File: src/rtl/mixffn_seq_ctrl.sv
// Sequencer for the Mix-FFN datapath: paces fc1 input bursts per token, forwards
// the stage strobes with their weight indices, and tracks final outputs to end a run.
module mixffn_seq_ctrl #(
    parameter int TOK_LEN = 64,
    parameter int CH      = 256,
    parameter int N_TOK   = 32,
    parameter int GAP     = 192
) (
    input  logic                       clk,
    input  logic                       rst_n,
    input  logic                       start,
    input  logic                       src_valid,
    input  logic                       out_valid_fc1,
    input  logic                       out_valid_dwconv,
    input  logic                       out_valid_gelu,
    input  logic                       out_valid,
    output logic                       in_valid_fc1,
    output logic [$clog2(TOK_LEN)-1:0] fc1_waddr,
    output logic                       in_valid_dwconv,
    output logic                       in_valid_gelu,
    output logic                       in_valid_fc2,
    output logic [$clog2(CH)-1:0]      conv_waddr,
    output logic [$clog2(CH)-1:0]      fc2_waddr,
    output logic                       busy,
    output logic                       done,
    output logic                       err
);

    localparam int FW    = $clog2(TOK_LEN);
    localparam int CW    = $clog2(CH);
    localparam int TOTAL = N_TOK * TOK_LEN;
    localparam int OW    = $clog2(TOTAL + 1);
    localparam int TW    = $clog2(N_TOK + 1);
    localparam int GW    = (GAP > 1) ? $clog2(GAP) : 1;

    localparam logic [FW-1:0] FC1_LAST  = FW'(TOK_LEN - 1);
    localparam logic [CW-1:0] CH_LAST   = CW'(CH - 1);
    localparam logic [OW-1:0] OUT_TOTAL = OW'(TOTAL);
    localparam logic [TW-1:0] TOK_TOTAL = TW'(N_TOK);
    localparam logic [GW-1:0] GAP_LAST  = GW'(GAP - 1);

    typedef enum logic [1:0] {
        S_IDLE,
        S_FC1,
        S_GAP,
        S_DRAIN
    } state_t;

    state_t        r_state;
    logic [FW-1:0] r_fc1_waddr;
    logic [TW-1:0] r_tok_cnt;
    logic [GW-1:0] r_gap_cnt;
    logic [OW-1:0] r_out_cnt;
    logic          r_done;
    logic          r_err;

    logic          w_busy;
    logic          w_start;
    logic          w_fc1_beat;
    logic          w_out_full;
    logic          w_out_inc;
    logic          w_out_err;
    logic [OW-1:0] w_out_cnt_next;

    assign w_busy     = (r_state != S_IDLE);
    assign w_start    = (r_state == S_IDLE) && start;
    assign w_fc1_beat = (r_state == S_FC1) && src_valid;

    // The count saturates at the run total; any beat beyond it is a protocol error.
    assign w_out_full     = (r_out_cnt == OUT_TOTAL);
    assign w_out_inc      = w_busy && out_valid && !w_out_full;
    assign w_out_err      = out_valid && (!w_busy || w_out_full);
    assign w_out_cnt_next = w_out_inc ? (r_out_cnt + OW'(1)) : r_out_cnt;

    always_ff @(posedge clk or negedge rst_n) begin
        if (!rst_n) begin
            r_state     <= S_IDLE;
            r_fc1_waddr <= '0;
            r_tok_cnt   <= '0;
            r_gap_cnt   <= '0;
            r_out_cnt   <= '0;
            r_done      <= 1'b0;
            r_err       <= 1'b0;
        end else begin
            r_done    <= 1'b0;
            r_out_cnt <= w_out_cnt_next;
            if (w_out_err) begin
                r_err <= 1'b1;
            end
            case (r_state)
                S_IDLE: begin
                    if (start) begin
                        r_state     <= S_FC1;
                        r_fc1_waddr <= '0;
                        r_tok_cnt   <= '0;
                        r_gap_cnt   <= '0;
                        r_out_cnt   <= '0;
                        r_err       <= 1'b0;
                    end
                end
                S_FC1: begin
                    if (src_valid) begin
                        if (r_fc1_waddr == FC1_LAST) begin
                            r_fc1_waddr <= '0;
                            r_tok_cnt   <= r_tok_cnt + TW'(1);
                            r_gap_cnt   <= '0;
                            r_state     <= S_GAP;
                        end else begin
                            r_fc1_waddr <= r_fc1_waddr + FW'(1);
                        end
                    end
                end
                S_GAP: begin
                    if (r_gap_cnt == GAP_LAST) begin
                        r_gap_cnt <= '0;
                        r_state   <= (r_tok_cnt < TOK_TOTAL) ? S_FC1 : S_DRAIN;
                    end else begin
                        r_gap_cnt <= r_gap_cnt + GW'(1);
                    end
                end
                S_DRAIN: begin
                    // Compare the post-beat count so a beat landing this cycle ends the run.
                    if (w_out_cnt_next == OUT_TOTAL) begin
                        r_state <= S_IDLE;
                        r_done  <= 1'b1;
                    end
                end
                default: r_state <= S_IDLE;
            endcase
        end
    end

    logic r_iv_dwconv;
    logic r_iv_gelu;
    logic r_iv_fc2;

    always_ff @(posedge clk or negedge rst_n) begin
        if (!rst_n) begin
            r_iv_dwconv <= 1'b0;
            r_iv_gelu   <= 1'b0;
            r_iv_fc2    <= 1'b0;
        end else begin
            r_iv_dwconv <= out_valid_fc1;
            r_iv_gelu   <= out_valid_dwconv;
            r_iv_fc2    <= out_valid_gelu;
        end
    end

    // Lane 0 indexes dwconv channels, lane 1 indexes fc2 weight columns.
    logic [1:0]    w_lane_beat;
    logic [CW-1:0] r_lane_addr [2];

    assign w_lane_beat = {r_iv_fc2, r_iv_dwconv};

    generate
        for (genvar gi = 0; gi < 2; gi++) begin : g_lane
            always_ff @(posedge clk or negedge rst_n) begin
                if (!rst_n) begin
                    r_lane_addr[gi] <= '0;
                end else if (w_start) begin
                    r_lane_addr[gi] <= '0;
                end else if (w_lane_beat[gi]) begin
                    r_lane_addr[gi] <= (r_lane_addr[gi] == CH_LAST) ? '0 : (r_lane_addr[gi] + CW'(1));
                end
            end
        end
    endgenerate

    assign in_valid_fc1    = w_fc1_beat;
    assign fc1_waddr       = r_fc1_waddr;
    assign in_valid_dwconv = r_iv_dwconv;
    assign in_valid_gelu   = r_iv_gelu;
    assign in_valid_fc2    = r_iv_fc2;
    assign conv_waddr      = r_lane_addr[0];
    assign fc2_waddr       = r_lane_addr[1];
    assign busy            = w_busy;
    assign done            = r_done;
    assign err             = r_err;

endmodule

File: config.mk
export PLATFORM = sky130hd
export DESIGN_NAME = mixffn_seq_ctrl
export DESIGN_NICKNAME = d
export VERILOG_FILES = /design/src/rtl/mixffn_seq_ctrl.sv
export SDC_FILE = /design/constraint.sdc
export NUM_CORES = 1
export LEC_CHECK = 0
export ABC_AREA = 1
export ABC_CLOCK_PERIOD_IN_PS = 4200
export BUFFER_PORTS_ARGS = -buffer_cell sky130_fd_sc_hd__buf_4
export CORE_AREA = 8 8 79 81
export CTS_CLUSTER_DIAMETER = 120
export DETAILED_ROUTE_END_ITERATION = 16
export DIE_AREA = 0 0 87 89
export PLACE_DENSITY_LB_ADDON = 0.3
export SETUP_SLACK_MARGIN = 0.15
export SYNTH_ARGS = -nofsm -noshare
export SYNTH_HDL_FRONTEND = slang
export SYNTH_SLANG_ARGS = --single-unit
File: constraint.sdc
create_clock -name clk -period 4.2 [get_ports clk]
set_input_delay 0.21 -clock clk [delete_from_list [all_inputs] [get_ports clk]]
set_output_delay 0.21 -clock clk [all_outputs]
set_load 0.005 [all_outputs]
==> results of run 1 <==
==> power by group through the flow <==
stage,registers [µW],clock network (µW),logic [µW]
after detailed placement,745,0,401
after global routing,754,322,466
after floorplan,728,0,227
after CTS,734,305,405
final,736,293,401
after global placement,741,0,393
==> layer usage <==
metal	vias up	GRT usage	share of wire
li1	1314	-	-
met1	1248	0.195	0.43
met2	89	0.306	0.49
met3	6	0.0441	0.066
met4	0	0.0595	0.0095
met5	-	0	0
==> cell usage after synthesis (all sizes together) <==
master	instances
o211ai	1
nor2	61
o22ai	2
nand2	80
nand4	5
nor4	1
a22o	1
a2bb2oi	1
and3	1
nand3	31
clkbuf	1
buf	2
xor2	6
o21a	1
a31oi	2
or2	1
dfrtp	55
nand3b	1
and2	1
o21bai	2
a21oi	23
ha	7
a21boi	2
o21ai	21
o31ai	2
nor3	12
inv	58
==> layout by cell type, fill, tap and decap left out, types with 3 or more instances in the layout <==
master | Yosys | final
a21oi_1 | 23 | 23
dlygate4sd3_1 | 0 | 4
xor2_1 | 6 | 6
nor2_4 | 3 | 3
nor3_1 | 11 | 11
nor2_1 | 55 | 55
inv_1 | 55 | 55
inv_2 | 3 | 3
o21ai_0 | 17 | 17
nand2_1 | 75 | 75
clkbuf_8 | 0 | 5
buf_4 | 0 | 36
dfrtp_1 | 55 | 55
nand4_1 | 5 | 5
nand3_1 | 30 | 30
ha_1 | 7 | 7
nand2_2 | 3 | 3
==> state kept, by name (all words and copies together) (netlist names), 2 cells and up <==
register,flops
conv_waddr,8
fc1_waddr,6
fc2_waddr,8
r_gap_cnt,8
r_out_cnt,12
r_state,2
r_tok_cnt,6
==> per-stage QoR <==
step	setup WS [ns]	cell area [µm²]	hold WS, ns
3_3_place_gp	2.35	3310	0.287
5_1_grt	2.05	3440	0.227
4_1_cts	2.29	3440	0.168
2_1_floorplan	2.57	2970	-0.0856
3_5_place_dp	2.30	3310	0.287
6_report	2.26	3440	0.176
==> worst max path at each step <==
| stage | to | slack [ns] | cells after the start |
|---|---|---|---|
| after detailed placement | conv_waddr[0]$_DFFE_PN0P_ | 2.30 | 8 |
| final | r_gap_cnt[3]$_DFFE_PN0P_ | 2.26 | 12 |
| after floorplan | r_state[1]$_DFFE_PN0P_ | 2.57 | 10 |
| after CTS | conv_waddr[0]$_DFFE_PN0P_ | 2.29 | 8 |
| after global routing | r_gap_cnt[3]$_DFFE_PN0P_ | 2.05 | 12 |
| after global placement | conv_waddr[0]$_DFFE_PN0P_ | 2.35 | 8 |
==> logic make-up after synthesis <==
group | count (synthesis) | share of synthesized area
buffers and inverters | 61 | 0.0801
AND/OR/NAND/NOR | 194 | 0.298
XOR/XNOR | 6 | 0.0177
adder cells (fa/ha/maj) | 7 | 0.0295
AO/OA/AOI/OAI | 58 | 0.111
flip-flops | 55 | 0.464
==> layout make-up <==
| cell class | count | share of cell area |
|---|---|---|
| Sequential cell | 55 | 0.400 |
| Inverter | 58 | 0.0633 |
| Multi-Input combinational cell | 265 | 0.394 |
| Clock buffer | 5 | 0.0200 |
| Timing Repair Buffer | 40 | 0.0902 |
| Clock inverter | 3 | 0.00727 |
| Tap cell | 70 | 0.0255 |
==> repair_timing <==
item / in CTS / in global routing
endpoints found under the hold margin: 58 / 0
setup endpoints to repair: 0 / 0
hold buffers: 4 / 0
buffers inserted: 0 / 0
==> worst register-to-register path: stages, from the launching register on <==
cell and delay [ns]:
dfrtp_1 0.41, ha_1 0.18, nand2_1 0.08, nor2_1 0.17
nand2_1 0.11, nor3_1 0.17, nor2_1 0.09, inv_1 0.10
nand2_1 0.08, nor2_1 0.18, inv_1 0.11, o21ai_1 0.09
a21oi_1 0.06
==> results by group, run 1 <==
Timing
  • RSZ-0062 raised after global routing: false
  • Maximum frequency from static timing analysis: 516 MHz
  • Final slew viol count: 0
  • Tmin final: 1.94 ns
  • Setup skew after layout: 0.0109 ns
  • Final Hold Fails: 0
  • Sum of negative setup slack: 0 ns
  • Final count of negative-setup-slack endpoints: 0
  • Portion of the clock cycle consumed by the worst path in the final layout: 0.461
  • Worst slew margin: 0.559
  • Transition time at the pin with the least slew margin: 0.661 ns

Logic synthesis
  • Sequential area share after synthesis: 0.464
  • Cell type with the largest total area after synthesis: dfrtp_1
  • Gate count after technology mapping: 381
  • Mean post-synth cell area: 7.79 µm²
  • Post-synthesis cell type count: 38
  • Post-synthesis register bit count: 55
  • Syn Nets: 396
  • Cell area after synthesis: 2970 µm²
  • Leading post-synthesis cells by cell area: dfrtp_1 (46%), nand2_1 (9.5%), inv_1 (7.0%)
  • Yosys warns: 0
  • Share of Yosys cell area claimed by the top area cell type: 0.464

Status
  • Run status: complete, no violations

Worst setup path
  • Critical path required time: 4.39 ns
  • CP arrival: 2.13 ns
  • Number of buffers and inverters on the critical path: 2
  • Startpoint Class: register
  • CP endpoint kind: register
  • Crit path cell chain: ha_1 -> nand2_1 -> nor2_1 -> nand2_1 -> nor3_1 -> nor2_1 -> inv_1 -> nand2_1 -> nor2_1 -> inv_1 -> o21ai_1 -> a21oi_1
  • R2R Path End: r_gap_cnt[3]$_DFFE_PN0P_
  • Worst setup startpoint: r_gap_cnt[0]$_DFFE_PN0P_
  • Launch point of the worst reg-to-reg path: r_gap_cnt[0]$_DFFE_PN0P_
  • Largest delay share family, worst path: simple AND/OR/NAND/NOR gates
  • Slowest stage delay, CP: 0.41 ns
  • FF-to-FF setup slack: 2.26 ns
  • Kind of critical path: register to register
  • Slowest stage cell on the critical path: dfrtp_1
  • Max FO, Critical Path: 4
  • R2R depth: 12

Power and ir drop
  • Sw Share: 0.345
  • Comb power frac: 0.281
  • Total Power: 1430 µW
  • Leakage power: 0.00175 µW
  • NetSw: 493 µW
  • Internal power contribution: 937 µW
  • Power Dens Cells: 416 nW/µm²
  • Proportion of power drawn by the clock network: 0.205
  • Sequential power share: 0.515
  • Maximum vdd ir drop: 248 µV

Flow run
  • Max Cap Violations: 0

Clocking
  • Clock tree from TritonCTS: built
  • Clock sinks: 55
  • TritonCTS buffer count: 5
  • Cells resized by post-CTS repair: 0
  • Insertion delay to the later sink of the worst-skew pair: 0.31 ns
  • CTS HTree Levels: 2
  • Post-CTS clock slew at the launch and capture registers of the worst setup and hold paths: 0.10 ns
  • Worst-case clock buffer depth: 2
  • Clock Tree Root: clkbuf_8

Finish
  • Count of non-filler cells in the finished layout: 496
  • Number of nets in the final layout: 440
  • Ant. Diodes: 0
  • Layout filler cell count: 416
  • Area Growth Syn to Fin: 15.9%
  • Fin util: 0.691
  • Multi-input gate area: 1360 µm²
  • Fraction of final layout cells sized beyond drive strength 1: 0.146
  • Register cell area after layout: 1380 µm²

Placed design
  • Total half-perimeter wirelength after legalization and detailed placement: 4690 µm
  • Final weighted congestion in routability-driven placement: 0.977
  • # placed instances: 484
  • Port Buffers: 36

Global routing
  • Vias in the first global route: 2637
  • Maximum number of pins on one net before global-route repair: 56
  • Overall routing resource usage: 0.172
  • Global-route wire length before repair: 10900 µm
  • Number of antenna violations at the first check in global routing: 0
  • Overflow left after global routing: 0

Drt
  • Router iterations before antenna repair: 5
  • Final antenna-violating net count: 0
  • Average routed wire per standard cell: 12.5 µm
  • Detailed router's first-iteration violation count: 132
  • Ratio of routed vias to standard cells: 5.36
  • Via count of the routed design: 2657
  • DRC Markers: 0
  • Total Routed Length: 6200 µm

Min path
  • Launch point of the worst hold path: out_valid
  • End point of the worst hold path: err$_DFF_PN0_
  • Class of the worst hold path: input pin to register
  • Cell depth of the worst hold path: 3

Floorplanning
  • DIE AREA: 7740 µm²
  • Y dimension of the die: 89 µm
  • Total number of placement rows: 26
  • Number of ports placed on the die boundary: 37
  • DIE WIDTH: 87 µm
  • Effective utilization at floorplan: 0.597
  • Core Box Area: 4980 µm²
No activity file was read; power rests on OpenSTA's default activity.
==> run 2: changes to the inputs <==
--- a/config.mk
+++ b/config.mk
@@ -6,12 +6,12 @@
 export NUM_CORES = 1
 export LEC_CHECK = 0
 export ABC_AREA = 1
-export ABC_CLOCK_PERIOD_IN_PS = 4200
+export ABC_CLOCK_PERIOD_IN_PS = 1800
 export BUFFER_PORTS_ARGS = -buffer_cell sky130_fd_sc_hd__buf_4
-export CORE_AREA = 8 8 79 81
+export CORE_AREA = 8 8 81 83
 export CTS_CLUSTER_DIAMETER = 120
 export DETAILED_ROUTE_END_ITERATION = 16
-export DIE_AREA = 0 0 87 89
+export DIE_AREA = 0 0 89 91
 export PLACE_DENSITY_LB_ADDON = 0.3
 export SETUP_SLACK_MARGIN = 0.15
 export SYNTH_ARGS = -nofsm -noshare
==> constraint.sdc (replaced) <==
create_clock -name clk -period 1.8 [get_ports clk]
set_input_delay 0.09 -clock clk [delete_from_list [all_inputs] [get_ports clk]]
set_output_delay 0.09 -clock clk [all_outputs]
set_load 0.005 [all_outputs]
==> run 2 against run 1 <==
Net effect:
- non-clock buffer count is 44 higher
- first-iteration DRC count is 6.1% higher
- combinational power grew to 3.0 times the previous value
- final cell count is 9.3% higher
- clock-buffer cell count stayed put
- core utilization is 8.2 points higher
- largest cell class is now multi-input gates
==> results by group, run 2 (same netlist as run 1, synthesis figures left out) <==
Worst setup path
  • CP endpoint kind: register
  • Number of buffers and inverters on the critical path: 1 (-1)
  • Slowest stage cell on the critical path: dfrtp_1
  • Largest delay share family, worst path: simple AND/OR/NAND/NOR gates
  • Startpoint Class: register
  • Critical path required time: 1.99 ns (-2.40 ns)
  • Crit path cell chain: inv_2 -> ha_4 -> nand2_2 -> nor2_2 -> nand3_2 -> nand2_1 -> nand2_1 -> nand2_2 -> nand2_2 -> nor2_4 -> nand3_2 -> nand2_1 -> o211ai_1
  • Max FO, Critical Path: 4 (unchanged)
  • CP arrival: 1.96 ns (-0.17 ns)
  • Slowest stage delay, CP: 0.44 ns (+0.03 ns)
  • Kind of critical path: register to register

Timing
  • Portion of the clock cycle consumed by the worst path in the final layout: 0.979 (+0.518)
  • Setup skew after layout: 0.0138 ns (+0.00296 ns)
  • Transition time at the pin with the least slew margin: 0.703 ns (+0.0414 ns)
  • Maximum frequency from static timing analysis: 568 MHz (+9.9%)
  • Final WS setup: 0.0385 ns (-2.23 ns)
  • RSZ-0062 raised after global routing: true
  • Worst slew margin: 0.532 (-0.0276)
  • Sum of negative setup slack: 0 ns (unchanged)
  • Tmin final: 1.76 ns (-0.175 ns)
  • Final count of negative-setup-slack endpoints: 0 (unchanged)
  • Final Hold Fails: 0 (unchanged)
  • Final slew viol count: 0 (unchanged)

Floorplanning
  • Core Box Area: 5340 µm² (+7.2%)
  • DIE AREA: 8100 µm² (+4.6%)
  • Number of ports placed on the die boundary: 37 (unchanged)
  • Total number of placement rows: 27 (+3.8%)
  • Effective utilization at floorplan: 0.556 (-0.0403)
  • Y dimension of the die: 91 µm (+2.2%)
  • DIE WIDTH: 89 µm (+2.3%)

Finish
  • Flip-flop count of the largest register, all copies and words added: 12 (unchanged)
  • Ant. Diodes: 0 (unchanged)
  • Area Growth Syn to Fin: 39.0%
  • Most common cell after layout, fill and taps aside: buf_4
  • Fraction of final layout cells sized beyond drive strength 1: 0.357 (+0.212)
  • Top register by number of flip-flops: r_out_cnt
  • Fin util: 0.773 (+0.0818)
  • Number of nets in the final layout: 485 (+10%)
  • Commonest non-fill, non-tap cells in the layout: buf_4 (75), nand2_1 (62), dfrtp_1 (53), inv_1 (45), nor2_1 (40)

Clocking
  • Post-CTS clock slew at the launch and capture registers of the worst setup and hold paths: 0.10 ns (about the same)
  • CTS HTree Levels: 2 (unchanged)
  • Clock tree from TritonCTS: built
  • Insertion delay to the later sink of the worst-skew pair: 0.32 ns (about the same)
  • Clock sinks: 55 (unchanged)
  • Worst-case clock buffer depth: 2 (unchanged)
  • TritonCTS buffer count: 5 (unchanged)
  • Clock Tree Root: clkbuf_8

Power and ir drop
  • Leakage power: 0.00199 µW (+14%)
  • Power Dens Cells: 879 nW/µm² (+110%)
  • Maximum vdd ir drop: 600 µV (+140%)
  • Total Power: 3630 µW (+150%)

Drt
  • DRC Markers: 0 (unchanged)
  • Average routed wire per standard cell: 14.5 µm (+16%)
  • Final antenna-violating net count: 0 (unchanged)
  • Detailed router's first-iteration violation count: 140 (+6.1%)
  • Ratio of routed vias to standard cells: 5.45 (+1.7%)
  • Total Routed Length: 7850 µm (+27%)
  • Router iterations before antenna repair: 4 (-1)
  • Via count of the routed design: 2952 (+11%)

Placed design
  • Final weighted congestion in routability-driven placement: 0.846 (-13%)
  • Port Buffers: 36 (unchanged)
  • Total half-perimeter wirelength after legalization and detailed placement: 4710 µm (+0.30%)
  • Pre-CTS worst setup slack: 0.000469 ns (-2.30 ns)

Status
  • Run status: complete, no violations

Global routing
  • Overall routing resource usage: 0.179 (+0.00750)
  • Maximum number of pins on one net before global-route repair: 56 (unchanged)
  • Number of antenna violations at the first check in global routing: 0 (unchanged)
  • Overflow left after global routing: 0 (unchanged)
  • Vias in the first global route: 2745 (+4.1%)
  • Global-route wire length before repair: 11800 µm (+8.9%)

Min path
  • Class of the worst hold path: input pin to register

Flow run
  • Max Cap Violations: 0 (unchanged)
## run 2: worst paths after layout
path                                           from                       end  slack (ns)  cells after the start
setup / recovery             r_out_cnt[0]$_DFF_PN0_    r_state[1]$_DFFE_PN0P_        0.04                     13
hold reg to reg            r_gap_cnt[4]$_DFFE_PN0P_  r_gap_cnt[4]$_DFFE_PN0P_        0.51                      1
max in group asynchronous                     rst_n  fc2_waddr[0]$_DFFE_PN0P_        0.95                      2
hold / removal                            out_valid             err$_DFF_PN0_        0.07                      3
min in group asynchronous                     rst_n  r_gap_cnt[1]$_DFFE_PN0P_        0.36                      2
setup reg to reg             r_out_cnt[0]$_DFF_PN0_    r_state[1]$_DFFE_PN0P_        0.04                     13
## run 2: layout make-up
cell class	count	area (µm²)
clock inverters	2	13.8
flip-flops and latches	55	1380
well taps	72	90.1
multi-input cells	265	1680
repair inverters	1	7.51
repair buffers	84	659
clock buffers	5	68.8
fillers	363	1210
inverters	58	231
## run 2: layer usage
metal / global-route usage / wire length (µm) / up-vias
li1: - / - / 1401
met1: 0.208 / 3240 / 1420
met2: 0.311 / 4020 / 113
met3: 0.0414 / 446 / 18
met4: 0.0624 / 146 / 0
met5: 0 / 0 / -
## run 2: through the flow
stage	hold slack, ns	instance area (µm²)	std cells
floorplan	-0.206	2970	381
global placement	0.178	3380	495
detailed placement	0.179	3380	495
CTS	0.0540	3650	518
global route	0.109	4130	542
finish	0.0674	4130	542
## run 2: report_power, final
group	internal (µW)	total (µW)	switching [µW]
combinational	573	1200	628
clock	268	682	414
sequential	1470	1740	272
total	2310	3630	1310
## run 2: worst min-delay path, delay by kind of cell
kind                   cells  cell delay (ns)
buffers and inverters      1             0.11
AND/OR/NAND/NOR            1             0.08
AO/OA/AOI/OAI              1             0.06
## run 2: timing repair
action                     4_1_cts  5_1_grt
hold endpoints to repair        58        0
setup buffers                   12       23
hold buffers                     4        0
gates resized for setup         17       84
cloned                           0        1
pin swaps                        5       29
setup endpoints to repair       12       32
